**src/rtl/conv_pkg.sv**
```systemverilog
// Shared constants, FSM encoding and generator helpers
// for the rate-1/N convolutional encoder.
package conv_pkg;

  typedef enum logic {
    ST_DATA = 1'b0,
    ST_TAIL = 1'b1
  } conv_st_e;

  localparam logic [11:0] CONV_G0_DEF = 12'o35;
  localparam logic [11:0] CONV_G1_DEF = 12'o23;
  localparam logic [23:0] CONV_G_DEF  = {CONV_G0_DEF, CONV_G1_DEF};

  // Octal digit p occupies mask bits 3p..3p+2; taps at or
  // above the constraint length are dropped.
  function automatic logic [11:0] oct2mask(
    input logic [11:0] g,
    input int          k
  );
    logic [11:0] m;
    m = '0;
    for (int p = 0; p < 4; p++) begin
      for (int b = 0; b < 3; b++) begin
        if (3 * p + b < k) begin
          m[3*p+b] = g[3*p+b];
        end
      end
    end
    return m;
  endfunction

endpackage

```
**src/rtl/conv_parity_nk.sv**
```systemverilog
// Combinational generator/parity datapath: one XOR tree
// per generator over {bit, state}, plus the state shift.
module conv_parity_nk
  import conv_pkg::*;
#(
  parameter int              K     = 5,
  parameter int              N     = 2,
  parameter logic [N*12-1:0] G_OCT = CONV_G_DEF
) (
  input  logic [K-2:0] state_i,
  input  logic         bit_i,
  output logic [N-1:0] sym_o,
  output logic [K-2:0] next_o
);

  logic [K-1:0] sr;

  assign sr = {bit_i, state_i};

  for (genvar j = 0; j < N; j++) begin : g_gen
    localparam logic [11:0] MW =
      oct2mask(G_OCT[(N-1-j)*12 +: 12], K);
    localparam logic [K-1:0] MK = MW[K-1:0];
    assign sym_o[N-1-j] = ^(sr & MK);
  end

  assign next_o = {bit_i, state_i[K-2:1]};

endmodule

```
**src/rtl/conv_encoder_nk.sv**
```systemverilog
// Rate-1/N convolutional encoder with valid/ready I/O,
// M-symbol zero tail and optional CONV_ENC_PUNCT_EN masks.
module conv_encoder_nk
  import conv_pkg::*;
#(
  parameter int                   K         = 5,
  parameter int                   N         = 2,
  parameter logic [N*12-1:0]      G_OCT     = CONV_G_DEF,
  parameter int                   PUNCT_P   = 2,
  parameter logic [PUNCT_P*N-1:0] PUNCT_PAT = {2'b11, 2'b10}
) (
  input  logic         clk,
  input  logic         rst_n,
  input  logic         seed_load,
  input  logic [K-2:0] seed_value,
  input  logic         in_valid,
  output logic         in_ready,
  input  logic         in_bit,
  input  logic         in_last,
  output logic         out_valid,
  input  logic         out_ready,
  output logic [N-1:0] out_sym,
  output logic [N-1:0] out_mask,
  output logic         out_tail,
  output logic         out_last,
  output logic         busy
);

  localparam int M  = K - 1;
  localparam int TW = 4;

  if (K < 3 || K > 9 || N < 2 || N > 4 ||
      PUNCT_P < 1 || PUNCT_P > 8 ||
      $bits(PUNCT_PAT) != PUNCT_P * N) begin : g_bad_cfg
    $error("conv_encoder_nk: illegal parameters");
  end

  logic [M-1:0]  state_q;
  conv_st_e      fsm_q;
  logic [TW-1:0] tcnt_q;
  logic [N-1:0]  sym_q;
  logic [N-1:0]  mask_q;
  logic          valid_q;
  logic          tail_q;
  logic          last_q;

  logic          slot_free;
  logic          accept;
  logic          tail_fire;
  logic          tail_end;
  logic          produce;
  logic          par_bit;
  logic [N-1:0]  par_sym;
  logic [M-1:0]  par_next;
  logic [N-1:0]  mask_d;

  assign slot_free = !valid_q || out_ready;
  assign in_ready  = (fsm_q == ST_DATA) && !seed_load
                     && slot_free;
  assign accept    = in_valid && in_ready;
  assign tail_fire = (fsm_q == ST_TAIL) && slot_free;
  assign tail_end  = tail_fire && (tcnt_q == TW'(M - 1));
  assign produce   = accept || tail_fire;
  assign par_bit   = (fsm_q == ST_TAIL) ? 1'b0 : in_bit;

  conv_parity_nk #(
    .K     (K),
    .N     (N),
    .G_OCT (G_OCT)
  ) u_parity (
    .state_i (state_q),
    .bit_i   (par_bit),
    .sym_o   (par_sym),
    .next_o  (par_next)
  );

`ifdef CONV_ENC_PUNCT_EN
  logic [2:0] phase_q;

  assign mask_d =
    PUNCT_PAT[(PUNCT_P-1-int'(phase_q))*N +: N];

  // Puncture phase steps per symbol, restarts each frame.
  always_ff @(posedge clk or negedge rst_n) begin
    if (!rst_n) begin
      phase_q <= '0;
    end else if (tail_end) begin
      phase_q <= '0;
    end else if (produce) begin
      if (phase_q == 3'(PUNCT_P - 1)) begin
        phase_q <= '0;
      end else begin
        phase_q <= phase_q + 3'd1;
      end
    end
  end
`else
  assign mask_d = '1;
`endif

  // Frame control: DATA until in_last, then M tail slots.
  always_ff @(posedge clk or negedge rst_n) begin
    if (!rst_n) begin
      fsm_q  <= ST_DATA;
      tcnt_q <= '0;
    end else if (accept && in_last) begin
      fsm_q  <= ST_TAIL;
      tcnt_q <= '0;
    end else if (tail_end) begin
      fsm_q  <= ST_DATA;
      tcnt_q <= '0;
    end else if (tail_fire) begin
      tcnt_q <= tcnt_q + TW'(1);
    end
  end

  // Encoder state: shift on each symbol, seed only in DATA.
  always_ff @(posedge clk or negedge rst_n) begin
    if (!rst_n) begin
      state_q <= '0;
    end else if (tail_end) begin
      state_q <= '0;
    end else if (produce) begin
      state_q <= par_next;
    end else if (fsm_q == ST_DATA && seed_load) begin
      state_q <= seed_value;
    end
  end

  // Output register: load on produce, drop after handshake.
  always_ff @(posedge clk or negedge rst_n) begin
    if (!rst_n) begin
      valid_q <= 1'b0;
      sym_q   <= '0;
      mask_q  <= '0;
      tail_q  <= 1'b0;
      last_q  <= 1'b0;
    end else if (produce) begin
      valid_q <= 1'b1;
      sym_q   <= par_sym;
      mask_q  <= mask_d;
      tail_q  <= tail_fire;
      last_q  <= tail_end;
    end else if (valid_q && out_ready) begin
      valid_q <= 1'b0;
    end
  end

  assign out_valid = valid_q;
  assign out_sym   = sym_q;
  assign out_mask  = mask_q;
  assign out_tail  = tail_q;
  assign out_last  = last_q;
  assign busy      = (fsm_q == ST_TAIL) || valid_q;

endmodule

```
**config.mk**
```make
export PLATFORM = sky130hd
export DESIGN_NAME = conv_encoder_nk
export DESIGN_NICKNAME = d
export VERILOG_FILES = /design/src/rtl/conv_pkg.sv /design/src/rtl/conv_parity_nk.sv /design/src/rtl/conv_encoder_nk.sv
export SDC_FILE = /design/constraint.sdc
export NUM_CORES = 1
export LEC_CHECK = 0
export ABC_AREA = 1
export CAP_MARGIN = 10
export CORE_UTILIZATION = 55
export DETAILED_ROUTE_END_ITERATION = 6
export DONT_BUFFER_PORTS = 1
export GPL_TIMING_DRIVEN = 1
export MAX_ROUTING_LAYER = met4
export PLACE_DENSITY = 0.7
export SLEW_MARGIN = 20
export SYNTH_ARGS = -nofsm -noshare
export SYNTH_HDL_FRONTEND = slang
export SYNTH_SLANG_ARGS = --single-unit
export TNS_END_PERCENT = 30
```
**constraint.sdc**
```tcl
create_clock -name clk -period 1.6 [get_ports clk]
set_clock_uncertainty 0.1 [all_clocks]
set_input_delay 0.32 -clock clk [delete_from_list [all_inputs] [get_ports clk]]
set_output_delay 0.32 -clock clk [all_outputs]
set_load 0.01 [all_outputs]
```
Word-level counts from Yosys, hierarchy flattened
Cells that the tools add are included.
{"block": "word_totals", "register_bits": 15, "input_bits": 11, "out_inout_bits": 9, "word_cells": 41}
{"block": "classes", "n_addsub": 1, "n_eq_ne": 1, "n_mux": 11, "n_bitwise": 1, "n_reduce_logical": 19}
{"cell": "4-bit two-way mux", "count": 6}
{"cell": "5-bit XOR reduction", "count": 2}
{"cell": "1-bit logical AND", "count": 8}
{"cell": "3-bit nonzero test", "count": 2}
{"cell": "1-bit two-way mux", "count": 5}
{"cell": "4-bit by 1-bit adder with 4-bit output (second input constant)", "count": 1}
{"cell": "4-bit by 2-bit == test with 1-bit output (second input constant)", "count": 1}
{"cell": "2-bit nonzero test", "count": 2}
{"cell": "1-bit logical OR", "count": 3}
{"cell": "1-bit zero test", "count": 2}
{"cell": "1-bit NOT", "count": 1}

Longest topological paths before layout
{"block": "logic_depth", "ltp_word": 7, "ltp_mapped": 8, "ltp_nobuf": 8}

By module
From an unflattened synthesis, not the netlist that was laid out.
{"block": "unflattened", "cells_unflattened": 128, "hier_area_um2": 923.4}
{"module": "conv_encoder_nk", "instances": 1, "cells_per_inst": 98, "area_per_inst_um2": 794.5, "seq_area_each_um2": 375.4}
{"module": "conv_parity_nk", "instances": 1, "cells_per_inst": 30, "area_per_inst_um2": 128.9, "seq_area_each_um2": 0.0}

Worst setup path after synthesis
OpenSTA, ideal clock, no wires.
{"block": "synth_timing", "path_kind": "reg-to-reg", "start": "register valid_q (netlist: out_valid)", "end": "register state_q[3]", "arrival_ns": 1.007, "t_required_ns": 1.383, "path_slack_ns": 0.377, "path_stages_with_launch": 8, "path_buffers": 1, "cell_sequence": "dfrtp_1 nand2_2 nand2_4 buf_6 nand3_1 o21ai_0 nand2_1 nand2_1"}
{"block": "synth_between", "elab_chain_len": 7}
{"element": "start: declaration", "line_no": "conv_encoder_nk.sv:43", "text": "logic valid_q;"}
{"element": "start signal: assignment", "line_no": "conv_encoder_nk.sv:133", "text": "valid_q <= 1'b0;"}
{"element": "start signal: assignment", "line_no": "conv_encoder_nk.sv:139", "text": "valid_q <= 1'b1;"}
{"element": "start signal: assignment", "line_no": "conv_encoder_nk.sv:145", "text": "valid_q <= 1'b0;"}
{"element": "1-bit zero test *", "line_no": "conv_encoder_nk.sv:57", "text": "assign slot_free = !valid_q || out_ready;"}
{"element": "1-bit logical OR *", "line_no": "conv_encoder_nk.sv:57"}
{"element": "1-bit logical AND", "line_no": "conv_encoder_nk.sv:59", "text": "&& slot_free;"}
{"element": "1-bit logical AND", "line_no": "conv_encoder_nk.sv:60", "text": "assign accept = in_valid && in_ready;"}
{"element": "1-bit logical OR", "line_no": "conv_encoder_nk.sv:63", "text": "assign produce = accept || tail_fire;"}
{"element": "4-bit two-way mux", "line_no": "conv_encoder_nk.sv:123", "text": "end else if (produce) begin"}
{"element": "4-bit two-way mux", "line_no": "conv_encoder_nk.sv:121", "text": "end else if (tail_end) begin"}
{"element": "end signal: assignment", "line_no": "conv_encoder_nk.sv:124", "text": "state_q <= par_next;"}
{"element": "end signal: assignment", "line_no": "conv_encoder_nk.sv:126", "text": "state_q <= seed_value;"}
{"element": "end: declaration", "line_no": "conv_encoder_nk.sv:38", "text": "logic [M-1:0] state_q;"}
Mark *: on every way between the ends. The rest lies on a longest branch, timed or not.
A chain may end at the register's enable or synchronous reset.

Worst setup path in the final report
{"block": "layout_timing", "start": "register fsm_q", "end": "output busy"}
{"block": "layout_between", "elab_chain_len": 1}
{"element": "start: declaration", "line_no": "conv_encoder_nk.sv:39", "text": "conv_st_e fsm_q;"}
{"element": "start signal: assignment", "line_no": "conv_encoder_nk.sv:104", "text": "fsm_q <= ST_DATA;"}
{"element": "start signal: assignment", "line_no": "conv_encoder_nk.sv:107", "text": "fsm_q <= ST_TAIL;"}
{"element": "start signal: assignment", "line_no": "conv_encoder_nk.sv:110", "text": "fsm_q <= ST_DATA;"}
{"element": "1-bit logical OR", "line_no": "conv_encoder_nk.sv:154", "text": "assign busy = (fsm_q == ST_TAIL) || valid_q;"}
{"element": "end: declaration", "line_no": "conv_encoder_nk.sv:26", "text": "output logic busy"}
No other way between the ends.

==> key figures <==
Power and ir drop
  – Power Total: 1.68 mW
  – Internal: between 0.9 and 1 mW
  – Power Dens Cells: approximately 1900 nW/um2
  – Power share of the sequential group: 0.439
  – Sw Share: 0.450
  – Psw: between 0.7 and 0.8 mW
  – Worst IR Drop VDD: a little under 1 mV
  – Leak pwr: about 0.47 nW
  – Clk pwr share: 0.133
  – Combinational power share: 0.429

Finish
  – Area Growth Syn to Fin: 5.50%
  – Non-filler cells, final: around 120
  – Nets@finish: 116
  – Diode count: 0
  – Fraction of layout cells with a size suffix above 1: 0.155
  – Fillers: ~120

STA
  – Fin crit period: 1530 ps
  – Period utilization: 0.957
  – Least-Margin Pin Slew: ~690 ps
  – Final Hold Viols: 0
  – Slew Limit Fails: 0
  – Worst slew margin: 0.537
  – Peak Freq: between 0.6 and 0.7 GHz
  – Final setup violation count: 0
  – Min Hold Slack: about 160 ps
  – Setup_tns: 0 ps
  – RSZ-0062 raised after global routing: no

Detailed routing
  – Total Wirelength: roughly 1500 um
  – # DRC: 0
  – DR WL/cell: between 10 and 15 um
  – Detailed router's first-iteration violation count: 10
  – Via count: 660
  – Post-route ant nets: 0
  – Vias per cell: approximately 5.6
  – Drt first pass iters: 4

Critical path
  – Crit. Startpoint: fsm_q
  – FF-to-FF setup slack: about 280 ps
  – Crit Path Max Fanout: 5
  – Critical path arrival: 1110 ps
  – Sequence of cells on the critical path: or2_2
  – Setup crit start kind: flop
  – Type of the worst setup path: reg2out
  – Required time of the critical path: roughly 1200 ps
  – CP delay by family, top: flip-flops
  – FF-to-FF Start: fsm_q
  – CP max stage delay: approximately 480 ps
  – Crit. End Element: primary output
  – Buffers and inverters on the worst path: 0
  – CP max-delay cell: dfrtp_2

Global route
  – Grt ovf: 0
  – First-pass GRT wire length: 2160 um
  – Vias in the first global route: 529
  – Initial antenna violation count: 0
  – Gr usage total: 0.220
  – Largest net degree at the start of global routing: 16

CTS
  – CTS max path bufs: 2
  – Clock latency on the worst-skew pair: slightly below 300 ps
  – Cts bufs inserted: 3
  – Post CTS Setup Buffer Count: 0
  – CTS tree: built
  – Clock transition at path regs: roughly 90 ps
  – Root Driver: clkbuf_4
  – H-Tree Depth: 1
  – Clock Sinks: 15

Logic synthesis
  – Syn avg cell area: 8.20 um2
  – Async set-reset flop share out of synthesis: 1.00
  – Synth cell count leaders: nand2_1, dfrtp_1, nand3_1
  – Synth area leaders: dfrtp_1, nand2_1, nand3_1
  – Yosys cell types: 24
  – Area share of the largest cell type after synthesis: 0.458
  – Yosys warns: 0
  – Post-synth net total: about 110
  – Top-count cell post-synth: nand2_1
  – Register bit total from synthesis: 15
  – Cell taking the most area after synthesis: dfrtp_1
  – Most used DFF post-synth: dfrtp_1
  – Sequential fraction of the synthesis area: 0.458
  – Number of flops mapped to enable cells by yosys: 0
  – Mapped Area: between 800 and 900 um2
  – Post-Syn Instances: 100

Place
  – Dpl cells: 113
  – Hpwl dp: 1090 um
  – Placer congestion estimate: ~0.82
  – Port bufs: 0

Worst hold path
  – Worst hold start: out_ready
  – Worst Hold Class: in2reg

Floorplan
  – Io pins: 20
  – Core area: 1350 um2
  – Chip height: a little over 40 um
  – Initial core utilization: 0.607
  – Std-Cell Rows: 13
  – Die Width: around 40 um
  – Die ar.: 1650 um2

Job
  – Number of max-cap violations: 0

Run status
  – Outcome: completed
==> layout make-up <==
cell class	count	area (um2)	share of cell area
repair buffers	1	10.0	0.0116
clock inverters	1	5.00	0.00579
clock buffers	3	22.5	0.0260
flip-flops and latches	15	378	0.437
inverters	8	30.0	0.0347
well taps	15	18.8	0.0217
multi-input cells	75	400	0.463
==> metrics by stage <==
step | instance area (um2) | utilization | worst slack, ps
global placement | 820 | 0.607 | 244
detailed placement | 820 | 0.607 | 249
global route | 865 | 0.640 | 25.1
CTS | 857 | 0.635 | 25.6
floorplan | 820 | - | 377
finish | 865 | 0.640 | 69.2
==> metal layers <==
metal / global-route usage / vias up / part of all wire
met5: - / - / 0
met2: 0.302 / 22 / 0.43
met3: 0.0889 / 4 / 0.069
met1: 0.260 / 313 / 0.48
li1: - / 321 / -
met4: 0.150 / 0 / 0.018
==> path summary, 6_finish.rpt <==
| kind | end | cells past startpoint |
|---|---|---|
| worst max-delay path | busy | 1 |
| worst min-delay path | out_valid | 3 |
| worst max register to register | out_sym[1] | 6 |
| worst min register to register | state_q[1] | 2 |
| max in group asynchronous | out_valid | 1 |
| min in group asynchronous | fsm_q | 1 |
==> layout by cell type (no fill, tap or decap), drive strengths merged <==
cell type     n
a21oi         1
and2          1
clkbuf        3
clkinv        1
dfrtp        15
dlygate4sd3   1
ha            1
inv           8
nand2        43
nand3        10
nand4         3
nor2          4
o21ai         3
o21bai        1
or2           3
xnor2         2
xor2          3
==> flip-flops by register name (all words and copies together) (netlist names) <==
register and count:
state_q 4, tcnt_q 4, out_sym 2, fsm_q 1
out_last 1, out_mask 1, out_tail 1, out_valid 1
==> tightest hold or removal path: cells and delay by family <==
family | cells | cell delay (ps)
simple gates | 2 | 160
buf+inv | 1 | 40
==> power groups by stage <==
stage          combinational (mW)  clock, mW  sequential, mW
2_1_floorplan               0.635          0           0.700
3_3_place_gp                0.696          0           0.726
3_5_place_dp                0.714          0           0.735
4_1_cts                     0.729      0.235           0.726
5_1_grt                     0.839      0.253           0.765
6_report                    0.721      0.223           0.738
==> logic make-up (layout without fill, tap and decap cells) <==
kind of cell	Yosys count	after routing	synth area share
AND/OR/NAND/NOR	64	64	0.380
flip-flops	15	15	0.458
adder cells (fa/ha/maj)	1	1	0.0153
XOR/XNOR	5	5	0.0534
AO/OA/AOI/OAI	5	5	0.0336
buffers and inverters	10	13	0.0595
==> what timing repair did <==
item,in CTS,in global routing
endpoints found under the hold margin,15,0
hold buffers,1,0
gates resized for setup,0,3
setup endpoints to repair,0,2
Power figures use the tool's default switching activity.
